### src/rtl/pcpi_matrix_driver.sv
// PCPI initiator for the systolic matrix coprocessor: issues load/compute/clear custom-0 instructions.
// Optional DRV_CYCLE_COUNT_EN adds a run_cycles output with the START-to-DONE cycle count.
module pcpi_matrix_driver #(
   parameter int TIMEOUT_CYCLES = 64
) (
   input  logic        clk,
   input  logic        rst,
   input  logic        cmd_valid,
   output logic        cmd_ready,
   input  logic [4:0]  cmd_addr,
   input  logic [15:0] cmd_data,
   input  logic        run_valid,
   output logic        run_ready,
   output logic        busy,
   output logic        done,
   output logic        timeout,
   output logic [31:0] result,
   output logic        pcpi_valid,
   output logic [31:0] pcpi_insn,
   input  logic        pcpi_wr,
   input  logic [31:0] pcpi_rd,
   input  logic        pcpi_wait,
   input  logic        pcpi_ready
`ifdef DRV_CYCLE_COUNT_EN
   ,output logic [15:0] run_cycles
`endif
);

   typedef enum logic [2:0] {
      S_IDLE,
      S_WRITE,
      S_START,
      S_WAIT_BUSY,
      S_WAIT_DONE,
      S_CLEAR,
      S_DONE
   } state_t;

   localparam logic [6:0] OPCODE  = 7'b0001011;
   localparam logic [2:0] F3_LOAD = 3'b000;
   localparam logic [2:0] F3_RUN  = 3'b111;
   localparam logic [2:0] F3_CLR  = 3'b101;
   localparam int CNT_W = ($clog2(TIMEOUT_CYCLES) > 8) ? $clog2(TIMEOUT_CYCLES) : 8;
   localparam logic [CNT_W-1:0] TO_LAST = CNT_W'(TIMEOUT_CYCLES - 1);

   state_t           state_q;
   logic             busy_q;
   logic             done_q;
   logic             timeout_q;
   logic             abort_q;
   logic [31:0]      result_q;
   logic             valid_q;
   logic [31:0]      insn_q;
   logic [CNT_W-1:0] cnt_q;
   logic             unused_wr;

   function automatic logic [31:0] fmt_insn(input logic [4:0] addr, input logic [2:0] f3,
                                            input logic signed [15:0] val);
      return {1'b0, val, f3, addr, OPCODE};
   endfunction

   // Handshakes are only offered in IDLE; a load request takes priority over a run request.
   assign cmd_ready = !rst && (state_q == S_IDLE) && cmd_valid;
   assign run_ready = !rst && (state_q == S_IDLE) && run_valid && !cmd_valid;

   assign busy       = busy_q;
   assign done       = done_q;
   assign timeout    = timeout_q;
   assign result     = result_q;
   assign pcpi_valid = valid_q;
   assign pcpi_insn  = insn_q;
   assign unused_wr  = pcpi_wr;

   always_ff @(posedge clk) begin
      if (rst) begin
         state_q   <= S_IDLE;
         busy_q    <= 1'b0;
         done_q    <= 1'b0;
         timeout_q <= 1'b0;
         abort_q   <= 1'b0;
         result_q  <= '0;
         valid_q   <= 1'b0;
         insn_q    <= '0;
         cnt_q     <= '0;
      end else begin
         valid_q   <= 1'b0;
         done_q    <= 1'b0;
         timeout_q <= 1'b0;
         case (state_q)
            S_IDLE: begin
               if (cmd_valid) begin
                  state_q <= S_WRITE;
                  busy_q  <= 1'b1;
                  valid_q <= 1'b1;
                  insn_q  <= fmt_insn(cmd_addr, F3_LOAD, cmd_data);
               end else if (run_valid) begin
                  state_q <= S_START;
                  busy_q  <= 1'b1;
                  valid_q <= 1'b1;
                  insn_q  <= fmt_insn(5'd0, F3_RUN, 16'sd0);
                  abort_q <= 1'b0;
               end
            end
            S_WRITE: begin
               state_q <= S_IDLE;
               busy_q  <= 1'b0;
            end
            S_START: begin
               state_q <= S_WAIT_BUSY;
               cnt_q   <= '0;
            end
            // pcpi_ready is stale-high before the compute begins, so only wait is trusted here.
            S_WAIT_BUSY: begin
               if (pcpi_wait) begin
                  state_q <= S_WAIT_DONE;
                  cnt_q   <= '0;
               end else if (cnt_q == TO_LAST) begin
                  abort_q <= 1'b1;
                  state_q <= S_CLEAR;
                  valid_q <= 1'b1;
                  insn_q  <= fmt_insn(5'd0, F3_CLR, 16'sd0);
               end else begin
                  cnt_q <= cnt_q + 1'b1;
               end
            end
            S_WAIT_DONE: begin
               if (pcpi_ready && !pcpi_wait) begin
                  result_q <= pcpi_rd;
                  state_q  <= S_CLEAR;
                  valid_q  <= 1'b1;
                  insn_q   <= fmt_insn(5'd0, F3_CLR, 16'sd0);
               end else if (cnt_q == TO_LAST) begin
                  abort_q <= 1'b1;
                  state_q <= S_CLEAR;
                  valid_q <= 1'b1;
                  insn_q  <= fmt_insn(5'd0, F3_CLR, 16'sd0);
               end else begin
                  cnt_q <= cnt_q + 1'b1;
               end
            end
            S_CLEAR: begin
               state_q   <= S_DONE;
               done_q    <= 1'b1;
               timeout_q <= abort_q;
            end
            S_DONE: begin
               state_q <= S_IDLE;
               busy_q  <= 1'b0;
            end
            default: begin
               state_q <= S_IDLE;
               busy_q  <= 1'b0;
            end
         endcase
      end
   end

`ifdef DRV_CYCLE_COUNT_EN
   logic [15:0] cyc_q;
   logic [15:0] run_cycles_q;

   function automatic logic [15:0] sat_inc(input logic [15:0] v);
      return (v == 16'hFFFF) ? v : v + 16'd1;
   endfunction

   assign run_cycles = run_cycles_q;

   // Latching on the CLEAR edge includes the CLEAR cycle and makes the count visible alongside done.
   always_ff @(posedge clk) begin
      if (rst) begin
         cyc_q        <= '0;
         run_cycles_q <= '0;
      end else begin
         case (state_q)
            S_IDLE: if (run_ready) cyc_q <= '0;
            S_START, S_WAIT_BUSY, S_WAIT_DONE: cyc_q <= sat_inc(cyc_q);
            S_CLEAR: run_cycles_q <= sat_inc(cyc_q);
            default: cyc_q <= cyc_q;
         endcase
      end
   end
`endif

endmodule

### config.mk
export PLATFORM = sky130hd
export DESIGN_NAME = pcpi_matrix_driver
export DESIGN_NICKNAME = d
export VERILOG_FILES = /design/src/rtl/pcpi_matrix_driver.sv
export SDC_FILE = /design/constraint.sdc
export NUM_CORES = 1
export LEC_CHECK = 0
export BUFFER_PORTS_ARGS = -buffer_cell sky130_fd_sc_hd__buf_4
export CORE_MARGIN = 1.5
export CORE_UTILIZATION = 40
export CTS_BUF_LIST = sky130_fd_sc_hd__clkbuf_16
export CTS_CLUSTER_DIAMETER = 120
export CTS_CLUSTER_SIZE = 10
export DETAILED_ROUTE_END_ITERATION = 12
export GPL_ROUTABILITY_DRIVEN = 0
export GPL_TIMING_DRIVEN = 0
export PLACE_DENSITY = 0.74
export SKIP_CTS_REPAIR_TIMING = 1
export SYNTH_ARGS = -nofsm -noshare
export SYNTH_HDL_FRONTEND = slang
export SYNTH_SLANG_ARGS = --single-unit
### constraint.sdc
create_clock -name clk -period 2.48 [get_ports clk]
set_clock_uncertainty 0.2 [all_clocks]
set_input_delay 0.124 -clock clk [delete_from_list [all_inputs] [get_ports clk]]
set_output_delay 0.124 -clock clk [all_outputs]
set_load 0.1 [all_outputs]
==> impl_metrics.tcl, run 1 <==
set metrics [dict create \
    viasPerCell 4.850 \
    status "finished, violations left" \
    synthTopCellsByArea "dfxtp_1, nand2_1, a21oi_1, a22o_1, nor2_1" \
    clk_path_buf_depth 2 \
    finalPower_mw 3.493 \
    numCtsBuffers 9 \
    critical_path_class "register to output port" \
    cp-start-kind "register" \
    diodes 0 \
    place_area_sq_mm 0.004040 \
    final_common_cell "buf_4" \
    relSlewSlack_pct 53.91 \
    start_util_pct 41.03 \
    mostFrequentLayoutCells "buf_4, dfxtp_1, nand2_1" \
    netlist_area_sq_mm 0.002944 \
    fin_nets 578 \
    grt_pass1_vias 2558 \
    hold_slack_ns -0.008397 \
    p_leak_nw 2.144 \
    cap_violations 0 \
    hold_start "pcpi_wait" \
    routedWlPerCell_microns 14.51 \
    reg2reg_depth 7 \
    finalSetupTns_ns 0 \
    drive_gt1_share_pct 30.84 \
    stdcell_area_sq_mm 0.004892 \
    dpl.cell_count 552 \
    htree_levels 3 \
    core_region_area_sq_mm 0.007176 \
    violations "negative hold slack" \
    synth_nets 386 \
    finalNonFillerCells 621 \
    arrival_ns 2.10 \
    setup-violations-final 0 \
    pin_count 130 \
    grt_pass1_wl_microns 11450 \
    min_period_ns 2.421 \
    antenna_found_initial 0 \
    ys_types 43 \
    synth_top_area_share_pct 54.40 \
    met1Wirelength_microns 3708 \
    worst_pin_slew_ns 0.6914 \
    synth_edf_count 0 \
    hold_viol 1 \
    grt_usage_pct 18.84 \
    synth_top_flop_cell "dfxtp_1" \
    met2_length_microns 4655 \
    yosysSeqAreaShare_pct 54.40 \
    die_y_microns 88.79 \
    finalWirelength_microns 9012 \
    clkLatencyLatePin_ns 0.33 \
    max_freq_mhz 413.1 \
    reg2reg_to "pcpi_insn[26]$_SDFFE_PP0P_" \
    drc_errors 0 \
    num_rows 31 \
    dr_wl_met3_microns 504 \
    synth_async_sr_flop_share_pct 0 \
    first_iter_violations 114 \
    r2r_slack_ns 0.18 \
    irDropWorstVdd_mv 0.4057 \
    p_per_area_mw_per_mm2 713.9 \
    worst_ep_required_time_ns 2.16 \
    gr-total-overflow 0 \
    cp-end-kind "output port" \
    cts.sink_count 80 \
    finalCritPeriodShare_pct 97.60 \
    top_layer_used "met4" \
    r2r-start "cnt_q[0]$_SDFFE_PP0P_" \
    worst_hold_path.endpoint "state_q[2]$_SDFFE_PP0P_" \
    die_width_microns 88.79 \
    dr.pass1.iters 4 \
    cts_root_buffer "clkbuf_16" \
    synth_top_area_cell "dfxtp_1" \
    min_path_type "input port to register" \
    clk_pin_slew_ns 0.06 \
    crit_fanout 10 \
    die_area_sq_mm 0.007884 \
    syn_inst 325 \
    area_delta_synth_final_pct 66.17 \
    portBuffers 128 \
    cts_tree "done" \
    ys.warnings.count 0 \
    syn_avg_cell_area_sq_um 9.059 \
    vias 3012 \
    min_path_cells 4 \
    slew_viol_final 0 \
    postRouteAntennaNets 0 \
    ys_ff_latch 80 \
    post-dp-hpwl_microns 5534 \
    grt_max_degree 16 \
]
cell usage after synthesis, drive strengths merged, types with 2 or more instances:
master / instances
a22o: 21
or3: 2
nand4: 2
nand2: 73
dfxtp: 80
nand3: 7
and2: 9
mux2i: 2
clkbuf: 11
and3: 5
xor2: 4
a21oi: 41
a21o: 2
nor2b: 2
nand2b: 3
buf: 8
o21ai: 8
nor3: 4
or2: 2
nor2: 21
inv: 2
sequential cells by signal, indices dropped and copies added (netlist names), 3 cells and up:
signal	cells
pcpi_insn	32
state_q	3
cnt_q	8
result	32
kinds of logic (layout without fill, tap and decap cells):
logic type                 Yosys count  count (layout)  synth area share, %
and+or+nand+nor                    136             136                21.89
AOI/OAI and AO/OA                   80              80                18.02
DFF                                 80              80                54.40
buffers and inverters               21             218                3.103
xor gates and xnor gates             5               5                1.487
muxes                                2               2               0.6800
adders and majority gates            1               1               0.4249
worst max path at each step:
| stage | depth (start not counted) | endpoint | from |
|---|---|---|---|
| after global routing | 5 | cmd_ready | state_q[1]$_SDFFE_PP0P_ |
| after CTS | 5 | cmd_ready | state_q[1]$_SDFFE_PP0P_ |
| after floorplan | 5 | pcpi_insn[22]$_SDFFE_PP0P_ | state_q[1]$_SDFFE_PP0P_ |
| after detailed placement | 7 | pcpi_insn[27]$_SDFFE_PP0P_ | cnt_q[0]$_SDFFE_PP0P_ |
| after global placement | 7 | pcpi_insn[19]$_SDFFE_PP0P_ | cnt_q[0]$_SDFFE_PP0P_ |
| final | 5 | cmd_ready | state_q[1]$_SDFFE_PP0P_ |
per-layer routing:
metal | up-vias | GRT usage (%)
li1 | 1497 | -
met1 | 1402 | 23.49
met2 | 99 | 30.51
met3 | 14 | 5.690
met4 | 0 | 7.528
met5 | - | 0
report_power, final:
part | switching [mW] | internal (mW) | total (mW)
combinational | 0.526 | 0.252 | 0.778
clock | 0.554 | 0.790 | 1.34
sequential | 0.0333 | 1.34 | 1.37
total | 1.11 | 2.38 | 3.49
metrics by stage:
stage | hold WS, ns | setup slack [ns] | util [%]
after CTS | -0.2022 | -0.1074 | 60.54
after detailed placement | 0.1474 | 0.2262 | 56.30
final | -0.008397 | 0.05948 | 68.18
after global routing | 0.001002 | -0.02509 | 68.18
after floorplan | 0.05667 | 0.3349 | -
after global placement | 0.1397 | 0.2580 | 56.30
worst max-delay path, cell delays in order, from the launching register on:
cell and delay, ns:
dfxtp_1 0.34, clkbuf_1 0.22, or3_4 0.43, nor3b_4 0.26, clkbuf_4 0.27, buf_6 0.24
layout make-up:
| type | instances | area (sq um) |
|---|---|---|
| well taps | 99 | 123.9 |
| clock inverters | 7 | 78.83 |
| clock buffers | 9 | 225.2 |
| plain buffers | 19 | 86.33 |
| inverters | 2 | 7.507 |
| fillers | 556 | 2283 |
| flip-flops and latches | 80 | 1602 |
| multi-input cells | 224 | 1274 |
| repair buffers | 181 | 1495 |
(Power assumes the default switching activity.)
==> run 2: changes to the inputs <==
- GPL_TIMING_DRIVEN: 0 -> not set
==> run 2 against run 1 <==
Die area stayed put. Cell area is 1.3% lower. Global-route usage is 0.81 points lower. The run now ends clean. Sequential share of layout area is 0.44 points higher. Combinational power is 4.1% lower. Power is 1.4% lower. Register-to-register slack better by 0.17 ns. Sequential cell count stayed put. First-iteration DRC count is 6.1% lower. Wire length is 5.9% lower.
==> impl_metrics.tcl, run 2 (synthesized netlist as in run 1, its figures left out) <==
set metrics [dict create \
    drive_gt1_share_pct 30.91 \
    fin_nets 564 \
    p_leak_nw 2.109 \
    portBuffers 128 \
    finalCritPeriodShare_pct 86.07 \
    cts_root_buffer "clkbuf_16" \
    gr-total-overflow 0 \
    htree_levels 3 \
    finalNonFillerCells 607 \
    cp-start-kind "register" \
    irDropWorstVdd_mv 0.4692 \
    critical_path_class "register to register" \
    post-dp-hpwl_microns 5220 \
    grt_pass1_vias 2446 \
    worst_ep_required_time_ns 2.50 \
    cts.sink_count 80 \
    area_delta_synth_final_pct 63.96 \
    pin_count 130 \
    drc_errors 0 \
    slew_viol_final 0 \
    grt_max_degree 48 \
    arrival_ns 2.15 \
    rsz0062_at_grt "false" \
    finalSetupTns_ns 0 \
    worst_pin_slew_ns 0.5542 \
    cp-end-kind "register" \
    path_cells "ha_1 -> and4bb_1 -> nand2_1 -> a22oi_4 -> nor2_8 -> a22o_1" \
    min_path_type "input port to register" \
    diodes 0 \
    die_area_sq_mm 0.007884 \
    cap_violations 0 \
    vias 2989 \
    grt_pass1_wl_microns 10900 \
    first_iter_violations 107 \
    clkLatencyLatePin_ns 0.33 \
    clk_pin_slew_ns 0.06 \
    final_common_cell "buf_4" \
    relSlewSlack_pct 63.05 \
    cts_tree "done" \
    core_region_area_sq_mm 0.007176 \
    cpPeakStageDelay_ns 0.39 \
    mostFrequentLayoutCells "buf_4, dfxtp_1, nand2_1" \
    dpl.cell_count 538 \
    setup-violations-final 0 \
    status "completed" \
    die_y_microns 88.79 \
    postRouteAntennaNets 0 \
    die_width_microns 88.79 \
    routedWlPerCell_microns 13.97 \
    viasPerCell 4.924 \
    clk_path_buf_depth 2 \
    antenna_found_initial 0 \
    hold_viol 0 \
    start_util_pct 41.03 \
    slowest_stage "dfxtp_1" \
    dr.pass1.iters 4 \
    numCtsBuffers 9 \
    min_period_ns 2.134 \
    finalWirelength_microns 8482 \
    p_per_area_mw_per_mm2 713.7 \
    num_rows 31 \
    fin_util_pct 67.27 \
    max_freq_mhz 468.5 \
    crit_fanout 27 \
    grt_usage_pct 18.03 \
]
## run 2: layer usage
metal	up-vias	global-route usage [%]	wire (microns)	part of all wire, %
met5	-	0	0	0
met4	0	8.523	161	1.9
met3	19	6.343	526	6.2
met2	101	29.48	4422	52
met1	1400	21.12	3371	40
li1	1469	-	-	-
## run 2: worst max-delay path, delay by kind of cell (launching register included)
family / cells / cell delay (ns)
AO/OA/AOI/OAI: 2 / 0.61
AND/OR/NAND/NOR: 3 / 0.59
flip-flops: 1 / 0.39
adder cells (fa/ha/maj): 1 / 0.23
## run 2: area by class of cell
class / instances / area, sq um
multi-input cells: 224 / 1262
clock buffers: 9 / 225.2
well taps: 99 / 123.9
inverters: 2 / 7.507
clock inverters: 7 / 77.57
repair buffers: 186 / 1529
flip-flops and latches: 80 / 1602
fillers: 534 / 2349
## run 2: final timing paths
path                                end                   start  depth (start not counted)  slack (ns)
min reg2reg      result[3]$_SDFFE_PP0P_  result[3]$_SDFFE_PP0P_                          2        0.25
min             state_q[2]$_SDFFE_PP0P_               pcpi_wait                          4       0.007
max          pcpi_insn[24]$_SDFFE_PP0P_   cnt_q[0]$_SDFFE_PP0P_                          6        0.35
max reg2reg  pcpi_insn[24]$_SDFFE_PP0P_   cnt_q[0]$_SDFFE_PP0P_                          6        0.35
## run 2: power by group
group	switching (mW)	internal, mW
sequential	0.0410	1.34
clock	0.531	0.789
combinational	0.506	0.240
## run 2: per-stage QoR
step | power (mW) | area [sq um] | setup WS (ns) | hold WS (ns)
final | 3.445 | 4827 | 0.3456 | 0.006733
after global routing | 3.571 | 4827 | 0.2076 | 0.02740
after CTS | 3.398 | 4297 | 0.3480 | -0.2035
after detailed placement | 2.077 | 3994 | 0.3751 | 0.1446
after global placement | 2.069 | 3994 | 0.4350 | 0.1400
after floorplan | 1.895 | 2955 | 0.3349 | 0.05667
